**config.mk**
```make
export PLATFORM = sky130hd
export DESIGN_NAME = uart_rx_fifo
export DESIGN_NICKNAME = d
export VERILOG_FILES = /design/src/rtl/uart_rx_fifo.sv
export SDC_FILE = /design/constraint.sdc
export NUM_CORES = 1
export LEC_CHECK = 0
export ABC_AREA = 1
export CORE_MARGIN = 3
export CORE_UTILIZATION = 29
export CTS_CLUSTER_DIAMETER = 40
export DETAILED_ROUTE_END_ITERATION = 16
export SYNTH_ARGS = -nofsm -noshare
export SYNTH_HDL_FRONTEND = slang
export SYNTH_SLANG_ARGS = --single-unit
```
**constraint.sdc**
```tcl
create_clock -name clk_clk -period 3.6 [get_ports clk_clk]
set_clock_uncertainty 0.2 [all_clocks]
set_input_delay 1.08 -clock clk_clk [delete_from_list [all_inputs] [get_ports clk_clk]]
set_output_delay 1.08 -clock clk_clk [all_outputs]
set_load 0.005 [all_outputs]
```
**src/rtl/uart_rx_fifo.sv**
```systemverilog
// rtl/uart_rx_fifo.sv - oversampling 8N1 UART receiver feeding a show-ahead byte FIFO
module uart_rx_fifo #(
    parameter int CLK_HZ     = 50000000,
    parameter int BAUD       = 115200,
    parameter int OVERSAMPLE = 16,
    parameter int FIFO_DEPTH = 16
) (
    input  logic                          clk_clk,
    input  logic                          reset_reset_n,
    input  logic                          uart_rxd,
    output logic [7:0]                    rx_data,
    output logic                          rx_valid,
    input  logic                          rx_ready,
    output logic [$clog2(FIFO_DEPTH):0]   fifo_count,
    output logic                          frame_err,
    output logic                          overrun_err,
    input  logic                          err_clear
);

    localparam int DIV  = (CLK_HZ + (BAUD * OVERSAMPLE) / 2) / (BAUD * OVERSAMPLE);
    localparam int TW   = (DIV > 1) ? $clog2(DIV) : 1;
    localparam int SW   = $clog2(OVERSAMPLE);
    localparam int AW   = $clog2(FIFO_DEPTH);
    localparam logic [TW-1:0] TICK_LAST = TW'(DIV - 1);
    localparam logic [SW-1:0] SC_MID    = SW'(OVERSAMPLE / 2 - 1);
    localparam logic [SW-1:0] SC_LAST   = SW'(OVERSAMPLE - 1);
    localparam logic [AW:0]   DEPTH_C   = (AW + 1)'(FIFO_DEPTH);

    typedef enum logic [2:0] {S_IDLE, S_START, S_DATA, S_STOP, S_BREAK} state_t;

    state_t        state, state_nxt;
    logic          sync1, rxs;
    logic [TW-1:0] tcnt;
    logic          tick;
    logic [SW-1:0] sc, sc_nxt;
    logic [2:0]    bc, bc_nxt;
    logic [7:0]    shreg, shreg_nxt;
    logic          push, frame_set;

    always_ff @(posedge clk_clk or negedge reset_reset_n) begin
        if (!reset_reset_n) begin
            sync1 <= 1'b1;
            rxs   <= 1'b1;
        end else begin
            sync1 <= uart_rxd;
            rxs   <= sync1;
        end
    end

    // Tick phase restarts from zero on every start-bit detection.
    assign tick = (tcnt == TICK_LAST);

    always_ff @(posedge clk_clk or negedge reset_reset_n) begin
        if (!reset_reset_n)
            tcnt <= '0;
        else if (state == S_IDLE || tick)
            tcnt <= '0;
        else
            tcnt <= tcnt + 1'b1;
    end

    always_ff @(posedge clk_clk or negedge reset_reset_n) begin
        if (!reset_reset_n) begin
            state <= S_IDLE;
            sc    <= '0;
            bc    <= '0;
            shreg <= '0;
        end else begin
            state <= state_nxt;
            sc    <= sc_nxt;
            bc    <= bc_nxt;
            shreg <= shreg_nxt;
        end
    end

    always_comb begin
        state_nxt = state;
        sc_nxt    = sc;
        bc_nxt    = bc;
        shreg_nxt = shreg;
        push      = 1'b0;
        frame_set = 1'b0;
        case (state)
            S_IDLE: begin
                if (!rxs) begin
                    state_nxt = S_START;
                    sc_nxt    = '0;
                end
            end
            S_START: begin
                if (tick) begin
                    if (sc == SC_MID) begin
                        if (rxs) begin
                            state_nxt = S_IDLE;
                        end else begin
                            sc_nxt    = '0;
                            bc_nxt    = '0;
                            state_nxt = S_DATA;
                        end
                    end else begin
                        sc_nxt = sc + 1'b1;
                    end
                end
            end
            S_DATA: begin
                if (tick) begin
                    if (sc == SC_LAST) begin
                        shreg_nxt = {rxs, shreg[7:1]};
                        sc_nxt    = '0;
                        bc_nxt    = bc + 3'd1;
                        if (bc == 3'd7)
                            state_nxt = S_STOP;
                    end else begin
                        sc_nxt = sc + 1'b1;
                    end
                end
            end
            S_STOP: begin
                if (tick) begin
                    if (sc == SC_LAST) begin
                        // Leaving at mid stop bit leaves half a bit to catch the next start edge.
                        if (rxs) begin
                            push      = 1'b1;
                            state_nxt = S_IDLE;
                        end else begin
                            frame_set = 1'b1;
                            state_nxt = S_BREAK;
                        end
                    end else begin
                        sc_nxt = sc + 1'b1;
                    end
                end
            end
            S_BREAK: begin
                if (rxs)
                    state_nxt = S_IDLE;
            end
            default: state_nxt = S_IDLE;
        endcase
    end

    logic [7:0]    mem [FIFO_DEPTH];
    logic [AW-1:0] wr_ptr, rd_ptr, rd_nxt;
    logic [AW:0]   cnt_nxt;
    logic [7:0]    head_nxt;
    logic          pop, push_ok;

    assign rx_valid = (fifo_count != '0);
    assign pop      = rx_valid && rx_ready;
    assign push_ok  = push && ((fifo_count < DEPTH_C) || pop);
    assign rd_nxt   = pop ? rd_ptr + 1'b1 : rd_ptr;
    // Next head bypasses the array when the incoming byte lands exactly at the new read slot.
    assign head_nxt = (push_ok && wr_ptr == rd_nxt) ? shreg : mem[rd_nxt];

    always_comb begin
        cnt_nxt = fifo_count;
        case ({push_ok, pop})
            2'b10:   cnt_nxt = fifo_count + 1'b1;
            2'b01:   cnt_nxt = fifo_count - 1'b1;
            default: cnt_nxt = fifo_count;
        endcase
    end

    always_ff @(posedge clk_clk) begin
        if (push_ok)
            mem[wr_ptr] <= shreg;
    end

    always_ff @(posedge clk_clk or negedge reset_reset_n) begin
        if (!reset_reset_n) begin
            wr_ptr      <= '0;
            rd_ptr      <= '0;
            fifo_count  <= '0;
            rx_data     <= 8'h00;
            frame_err   <= 1'b0;
            overrun_err <= 1'b0;
        end else begin
            if (push_ok)
                wr_ptr <= wr_ptr + 1'b1;
            rd_ptr     <= rd_nxt;
            fifo_count <= cnt_nxt;
            if (cnt_nxt != '0)
                rx_data <= head_nxt;
            if (frame_set)
                frame_err <= 1'b1;
            else if (err_clear)
                frame_err <= 1'b0;
            if (push && !push_ok)
                overrun_err <= 1'b1;
            else if (err_clear)
                overrun_err <= 1'b0;
        end
    end

endmodule

```
==> reports/results.txt, run 1 <==
Post-synth top area cell: edfxtp_1
TNS Setup: 0 ps
Ports: 21
DP HPWL: 12290 um
Crit path DAT: 3580 ps
Slew headroom: 45.74%
DRT iter0 DRCs: 424
Largest net degree at the start of global routing: 66
Sequential standard cell area: 5047 um^2
Fin crit period: 3442 ps
I/O Buffers: 20
Max Slew Vio Count: 0
Vias: 5897
Gr usage total: 12.75%
Maxcap violations: 0
Critical-path maximum fanout: 8
Lkg Pwr: 4.237 nW
Full die area: 30910 um^2
Setup Crit Path Kind: in2reg
Core Region: 28090 um^2
Number of global-route vias before repair: 5659
Clock root buffer: clkbuf_16
CTS clock-pin slew for the worst setup and hold paths: 70 ps
Initial Util: 29.78%
Chip height: 175.8 um
Power Dens Cells: 689.3 nW/um^2
Final WL: 19390 um
Nets: 898
Syn_area_per_cell: 10.09 um^2
DR WL/cell: 15.27 um
Tightest Hold Check Type: reg2reg
# clock sinks: 176
Hold Violations, Final: 0
Ant diodes: 0
Fmax: 0.2905 GHz
Setup WS pre-CTS: -381.3 ps
Worst setup SP type: input pin
Number of synthesized flops with an enable pin: 128
Num CTS Buffers: 17
Grt ovf: 0
Layout cells sized above 1: 12.89%
Antenna violations before repair: 0
Synth Flop Type: edfxtp_1
Count leader, synth: nand3_1
Worst-case vdd ir drop: 362.4 uV
Synth top cells by count: nand3_1, nand2_1, edfxtp_1
ANT nets after route: 0
CP Data Required Time: 3740 ps
DRC: 0
Synth area leaders: edfxtp_1, dfrtp_1, nand3_1, nand2_1, nand3b_1
Syn Inst Count: 829
Overall power: 6.817 mW
Die X: 175.8 um
Status: finished, final reports clean
Hold Buf Count CTS: 0
Routability cong.: 0.8150
Final setup margin: 157.9 ps
Mapped Area: 8363 um^2
Syn. warnings: 0
Fillers: 2846
Async set-or-reset flop fraction in the synthesized netlist: 27.27%
Clock latency on the worst-skew pair: 440 ps
Least-Margin Pin Slew: 813.9 ps
Layout area overhead: 18.25%
Via-to-Cell Ratio: 4.643
Area of the multi-input gates: 2695 um^2
Drt pass-1 iters: 5
FP Rows: 61
Post-synth top area share: 45.96%
Max Root-Sink Buffers: 2
Mapped Nets: 847
Post-synthesis sequential area ratio: 60.35%
Final setup violation count: 0
Fin crit share: 95.61%
Library cells used by synthesis: 41
First-pass GRT wire length: 30660 um
Yosys reg bits: 176
Critical Path End Type: flop
H-tree lvl count: 4
CTS tree: done
cells by family after synthesis:
kind of cell,synth area share (%)
AND/OR/NAND/NOR,26.00
flip-flops,60.35
buffers and inverters,7.899
AO/OA/AOI/OAI,2.514
adder cells (fa/ha/maj),1.945
XOR/XNOR,1.152
multiplexers,0.1346
registers in the layout, summed over array words and instances, names as in the netlist, 3 cells and up:
signal,cells
state,3
rd_ptr,4
wr_ptr,4
rx_data,8
mem,128
tcnt,5
shreg,8
sc,4
fifo_count,5
bc,3
cell type report:
cell class,instances,share of cell area [%]
Timing Repair Buffer,66,6.528
Inverter,119,4.517
Clock buffer,18,4.340
Multi-Input combinational cell,500,27.25
Sequential cell,176,51.04
Tap cell,378,4.782
Clock inverter,13,1.544
report_power, final:
group	leakage [nW]	switching [mW]	total (mW)	internal, mW
registers	2.08	0.121	2.38	2.26
clock network	0.280	0.811	1.84	1.03
logic	1.88	1.59	2.59	1.01
total	4.24	2.52	6.82	4.30
final timing paths:
kind | to | startpoint | cells past startpoint | slack [ps]
max in group asynchronous | rxs$_DFF_PN1_ | reset_reset_n | 2 | 2030
max reg2reg | rx_data[3]$_DFFE_PN0P_ | sc[0]$_DFFE_PN0P_ | 20 | 290
min in group asynchronous | state[1]$_DFFE_PN0P_ | reset_reset_n | 1 | 390
min reg2reg | rxs$_DFF_PN1_ | sync1$_DFF_PN1_ | 0 | 160
min | rxs$_DFF_PN1_ | sync1$_DFF_PN1_ | 0 | 160
max | rx_data[3]$_DFFE_PN0P_ | rx_ready | 18 | 160
critical path, stage by stage:
cell and delay (ps):
clkdlybuf4s50_1 490, nor2_2 70, nor3_4 130, inv_2 70, ha_4 170, xor2_2 170
ha_2 200, a21oi_2 130, nand2_1 70, nand3_1 70, o21ai_1 90, nor3_2 280
nand2_2 100, nor2_4 150, buf_12 140, nor2_1 50, nand2_1 70, nand2_1 50
cell usage in the layout, fill, tap and decap left out, types with 2 or more instances in the layout:
master           count
clkinv_4             2
dfstp_2              2
xor2_1               6
o22ai_1              2
nand2_2              6
nand3b_1            57
nor3_4               3
or2_2                3
xnor2_1              4
nand4_1              3
inv_1              110
buf_4               38
nor3_1               2
bufinv_16            2
clkinv_1             3
ha_1                11
nand3_1            151
inv_2                7
clkdlybuf4s50_1     19
nand2_1            149
nor2_1              50
nor2_2               5
edfxtp_1           128
inv_6                2
clkinvlp_4           2
buf_12               7
inv_8                3
a21oi_1             12
clkbuf_16           18
nand3_2              2
o21ai_1              2
o21ai_0             15
dfrtp_1             46
per-stage QoR:
step	utilization [%]	instances	hold WS [ps]	instance area, um^2
after CTS	34.97	1268	159.1	9822
after detailed placement	32.90	1237	149.5	9240
after global routing	35.21	1270	167.7	9889
after global placement	32.90	1237	152.7	9240
after floorplan	-	829	145.2	8363
final	35.21	1270	159.1	9889
what timing repair did:
| item | 4_1_cts | 5_1_grt |
|---|---|---|
| resized for setup | 0 | 9 |
| setup endpoints to repair | 0 | 8 |
| buffers inserted | 0 | 1 |
layer usage:
metal,part of all wire [%],vias to the layer above,GRT usage [%]
met3,5.6,36,2.940
met5,0,-,0
met1,46,2835,18.05
li1,-,2877,-
met2,45,149,18.98
met4,3.2,0,4.916
Power figures use the tool's default switching activity.
==> inputs of run 2 (changes only) <==
--- a/config.mk
+++ b/config.mk
@@ -6,7 +6,7 @@
 export NUM_CORES = 1
 export LEC_CHECK = 0
 export ABC_AREA = 1
-export CORE_MARGIN = 3
+export CORE_MARGIN = 2
 export CORE_UTILIZATION = 29
 export CTS_CLUSTER_DIAMETER = 40
 export DETAILED_ROUTE_END_ITERATION = 16
==> run 2 against run 1 <==
Compared with the run above: sequential power about the same; critical endpoint is now rx_data[0]$_DFFE_PN0P_; largest power group unchanged; clock power increased by 3%; largest cell class unchanged; routed wire length increased by 0.59%.
==> reports/results.txt, run 2 (synthesis gave the netlist of run 1 again) <==
Number of global-route vias before repair: 5711
Setup Crit Path Kind: in2reg
Least-Margin Pin Slew: 828.7 ps
Crit path DAT: 3530 ps
Largest net degree at the start of global routing: 66
Fin crit share: 94.74%
Critical Path Start: rx_ready
Core Region: 28550 um^2
Antenna violations before repair: 0
I/O Buffers: 20
RSZ-0062 raised after global routing: yes
Final setup violation count: 0
FP Rows: 62
Most frequent cells in the layout: nand3_1, nand2_1, edfxtp_1
Worst setup SP type: input pin
Ant diodes: 0
Die X: 173.8 um
Overall power: 6.868 mW
Layout area overhead: 19.00%
# clock sinks: 176
Clock root buffer: clkbuf_16
Clock latency on the worst-skew pair: 430 ps
Gr usage total: 13.22%
Biggest regs: mem: 128 flops, rx_data: 8 flops, shreg: 8 flops
Ports: 21
Full die area: 30210 um^2
CP Data Required Time: 3720 ps
Fmax: 0.2932 GHz
Critical path endpoint: rx_data[0]$_DFFE_PN0P_
Power Dens Cells: 690.1 nW/um^2
Via-to-Cell Ratio: 4.596
FF-to-FF setup slack: 190 ps
Final WL: 19500 um
Final setup margin: 189.5 ps
Slew headroom: 44.75%
Nets: 902
Hold Buf Count CTS: 0
Initial Util: 29.30%
Worst reg2reg startpoint: tcnt[0]$_DFF_PN0_
Fin crit period: 3411 ps
Lkg Pwr: 4.266 nW
First-pass GRT wire length: 31040 um
Worst-case vdd ir drop: 419.3 uV
Vias: 5887
Most flops, register: mem
DR WL/cell: 15.23 um
Maxcap violations: 0
Critical-path maximum fanout: 8
Critical Path End Type: flop
Max Slew Vio Count: 0
ANT nets after route: 0
DP HPWL: 12430 um
Drt pass-1 iters: 5
DRC: 0
Chip height: 173.8 um
CTS tree: done
Hold Violations, Final: 0
R2R Path End: rx_data[0]$_DFFE_PN0P_
H-tree lvl count: 4
Tightest Hold Check Type: reg2reg
Grt ovf: 0
Most common cell after layout, fill and taps aside: nand3_1
Layout cells sized above 1: 13.94%
Num CTS Buffers: 17
Status: finished, final reports clean
Max Root-Sink Buffers: 2
Max reg flops: 128
Reg2reg path depth: 21
CTS clock-pin slew for the worst setup and hold paths: 60 ps
Routability cong.: 0.8628
Setup WS pre-CTS: -369.5 ps
DRT iter0 DRCs: 559
-- run 2: power by group --
group / switching (mW) / total, mW / leakage (nW) / internal [mW]
registers: 0.117 / 2.37 / 2.08 / 2.26
clock network: 0.802 / 1.89 / 0.304 / 1.09
logic: 1.62 / 2.60 / 1.88 / 0.986
total: 2.53 / 6.87 / 4.27 / 4.33
-- run 2: worst max-delay path: stages --
cell,delay (ps)
clkdlybuf4s50_1,470
nor2_1,80
nor3_4,150
inv_2,70
ha_4,170
xor2_2,170
ha_2,190
a21oi_2,150
nand2_1,80
nand3_2,80
o21ai_4,70
nor3_4,230
nand2_2,90
nor2_4,150
buf_12,140
nor2_1,40
nand2_1,60
nand2_1,40
-- run 2: how the worst min path moves through the flow --
| stage | startpoint | to | slack [ps] | cells past startpoint |
|---|---|---|---|---|
| final | sync1$_DFF_PN1_ | rxs$_DFF_PN1_ | 160 | 0 |
| after global routing | sync1$_DFF_PN1_ | rxs$_DFF_PN1_ | 160 | 0 |
| after CTS | sync1$_DFF_PN1_ | rxs$_DFF_PN1_ | 160 | 0 |
| after detailed placement | sync1$_DFF_PN1_ | rxs$_DFF_PN1_ | 150 | 0 |
| after global placement | sync1$_DFF_PN1_ | rxs$_DFF_PN1_ | 150 | 0 |
| after floorplan | sync1$_DFF_PN1_ | rxs$_DFF_PN1_ | 150 | 0 |
-- run 2: layout make-up --
class | count | area [um^2]
clock buffers | 21 | 504.2
multi-input cells | 500 | 2723
clock inverters | 11 | 112.6
fillers | 2894 | 18600
repair buffers | 70 | 638.1
well taps | 384 | 480.5
inverters | 119 | 446.7
flip-flops and latches | 176 | 5047
-- run 2: per-stage QoR --
step	instances	area, um^2	setup TNS (ps)	util [%]	hold WS (ps)
after detailed placement	1245	9225	-2809	32.32	149.0
final	1281	9952	0	34.86	159.6
after CTS	1277	9842	0	34.48	159.0
after global placement	1245	9225	-2249	32.32	146.0
after global routing	1281	9952	-286.1	34.86	162.7
after floorplan	829	8363	0	-	145.2
-- run 2: routing by layer --
layer  wire length (um)  vias to the layer above  global-route usage, %
li1                   -                     2889                      -
met1               9032                     2863                  17.93
met2               9421                      117                  21.56
met3                787                       18                  2.259
met4                263                        0                  4.237
met5                  0                        -                      0
-- run 2: timing repair --
action,CTS,global route
resized for setup,0,16
setup endpoints to repair,0,8
setup buffers,0,3
hold endpoints to repair,0,0
==> inputs of run 3 (changes only) <==
--- a/config.mk
+++ b/config.mk
@@ -6,7 +6,7 @@
 export NUM_CORES = 1
 export LEC_CHECK = 0
 export ABC_AREA = 1
-export CORE_MARGIN = 2
+export CORE_MARGIN = 1
 export CORE_UTILIZATION = 29
 export CTS_CLUSTER_DIAMETER = 40
 export DETAILED_ROUTE_END_ITERATION = 16
==> constraint.sdc (replaced) <==
create_clock -name clk_clk -period 3.6 [get_ports clk_clk]
set_clock_uncertainty 0.2 [all_clocks]
set_input_delay 0.54 -clock clk_clk [delete_from_list [all_inputs] [get_ports clk_clk]]
set_output_delay 0.54 -clock clk_clk [all_outputs]
set_load 0.005 [all_outputs]
==> run 3 against run 2 <==
Compared with the run above: power shrank 2.4%; via count shrank 2.0%; core utilization shrank 0.46 points; flip-flop and latch count is the same; clock-buffer cell count shrank 4; routed wire length shrank 3.7%; critical path type is now reg2reg; critical endpoint is now rx_data[5]$_DFFE_PN0P_.
==> reports/results.txt, run 3 (synthesis gave the netlist of run 1 again) <==
Largest net degree at the start of global routing: 66
ANT nets after route: 0
Status: finished, final reports clean
RSZ-0062 raised after global routing: no
DRC: 0
Drt pass-1 iters: 6
Crit path buffers/inverters: 4
Layout cells sized above 1: 10.23%
Post-route cell area: 9663 um^2
Critical-path maximum fanout: 7
CP peak stage delay: 390 ps
Biggest regs: mem: 128 flops, rx_data: 8 flops, shreg: 8 flops
Clock root buffer: clkbuf_16
Reg2reg path depth: 22
Crit path cell chain: ha_1 -> nand2_1 -> nor2_2 -> nand2_2 -> nor3_4 -> inv_1 -> ha_1 -> xor2_1 -> ha_1 -> a21oi_2 -> inv_1 -> nand3_1 -> nand2_1 -> nand2_1 -> nand2_1 -> a21boi_2 -> inv_1 -> nor2_4 -> buf_2 -> nor2_1 -> nand2_1 -> nand2_1
Max Root-Sink Buffers: 2
Hold Violations, Final: 0
Ports: 21
Gr usage total: 13.13%
Clock latency on the worst-skew pair: 430 ps
Via-to-Cell Ratio: 4.624
CTS tree: done
Slowest CP cell: dfrtp_1
Initial Util: 29.78%
Num CTS Buffers: 17
Worst setup SP type: flop
Max reg flops: 128
Chip height: 171.8 um
I/O Buffers: 20
DRT iter0 DRCs: 398
Ant diodes: 0
Sw Share: 36.85%
Lkg Pwr: 4.119 nW
Clk pwr share: 28.3%
CP delay by family, top: simple AND/OR/NAND/NOR gates
Most flops, register: mem
Maxcap violations: 0
Final WL: 18780 um
Combinational share of power: 36.2%
Most frequent CP cell: nand2_1
Most frequent cells in the layout: nand3_1, nand2_1, edfxtp_1
FP Rows: 61
Most common cell after layout, fill and taps aside: nand3_1
Core Region: 28090 um^2
Fmax: 0.3087 GHz
Power Internal: 4.231 mW
Full die area: 29520 um^2
Layout area overhead: 15.54%
DR WL/cell: 15.05 um
Grt ovf: 0
Number of global-route vias before repair: 5255
Placed Instances: 1213
# clock sinks: 176
Routability cong.: 0.8563
Final setup violation count: 0
Die X: 171.8 um
Vias: 5771
Nets: 876
Setup Crit Path Kind: reg2reg
Worst-case vdd ir drop: 396.5 uV
Fin crit share: 89.98%
TNS Setup: 0 ps
Hold Buf Count CTS: 0
H-tree lvl count: 4
Tightest Hold Check Type: in2async
FF-to-FF setup slack: 360 ps
Worst path depth: 22
Max Slew Vio Count: 0
Placement-stage cell area: 9022 um^2
Fin crit period: 3239 ps
CTS clock-pin slew for the worst setup and hold paths: 70 ps
Least-Margin Pin Slew: 1068 ps
P_sw: 2.469 mW
Critical Path End Type: flop
Crit path DAT: 3360 ps
Antenna violations before repair: 0
CP Data Required Time: 3720 ps
Slew headroom: 28.78%
First-pass GRT wire length: 29350 um
Final std cells w/o fill: 1248
DP HPWL: 11770 um
Power Dens Cells: 693.4 nW/um^2
Reg power frac: 35.5%
## run 3: power by group through the flow
stage | combinational, mW | sequential [mW] | clock [mW]
2_1_floorplan | 1.66 | 2.38 | 0
3_3_place_gp | 2.37 | 2.42 | 0
3_5_place_dp | 2.40 | 2.42 | 0
4_1_cts | 2.40 | 2.38 | 1.92
5_1_grt | 2.70 | 2.39 | 2.01
6_report | 2.42 | 2.38 | 1.90
## run 3: path summary, 6_finish.rpt
path                                   startpoint                     end
worst max-delay path            sc[0]$_DFFE_PN0P_  rx_data[5]$_DFFE_PN0P_
worst min-delay path                reset_reset_n    state[2]$_DFFE_PN0P_
worst max register to register  sc[0]$_DFFE_PN0P_  rx_data[5]$_DFFE_PN0P_
worst min register to register    sync1$_DFF_PN1_           rxs$_DFF_PN1_
max in group asynchronous           reset_reset_n   wr_ptr[3]$_DFFE_PN0P_
min in group clk_clk              sync1$_DFF_PN1_           rxs$_DFF_PN1_
## run 3: stage by stage
stage / utilization, % / hold WS, ps / power [mW] / worst slack, ps
after floorplan: - / 44.41 / 4.038 / 294.4
after global placement: 32.12 / 153.5 / 4.794 / 171.0
after detailed placement: 32.12 / 148.8 / 4.815 / 78.80
after CTS: 34.27 / 150.5 / 6.708 / 202.8
after global routing: 34.40 / 159.1 / 7.099 / 10.03
final: 34.40 / 103.1 / 6.701 / 360.9
## run 3: routing by layer
metal | up-vias | global-route usage [%] | share of wire (%)
met5 | - | 0 | 0
met4 | 0 | 2.655 | 0.75
met3 | 13 | 2.715 | 4.9
met2 | 155 | 20.72 | 47
met1 | 2765 | 18.54 | 48
li1 | 2838 | - | -
## run 3: layout make-up
class / instances / area, um^2
clock inverters: 14 / 177.7
multi-input cells: 500 / 2670
flip-flops and latches: 176 / 5047
inverters: 119 / 446.7
fillers: 2816 / 18420
well taps: 378 / 473.0
repair buffers: 44 / 422.9
clock buffers: 17 / 425.4
## run 3: timing repair
| item | CTS | global route |
|---|---|---|
| buffers inserted | 0 | 4 |
| resized for setup | 0 | 3 |
| setup endpoints to repair | 0 | 8 |
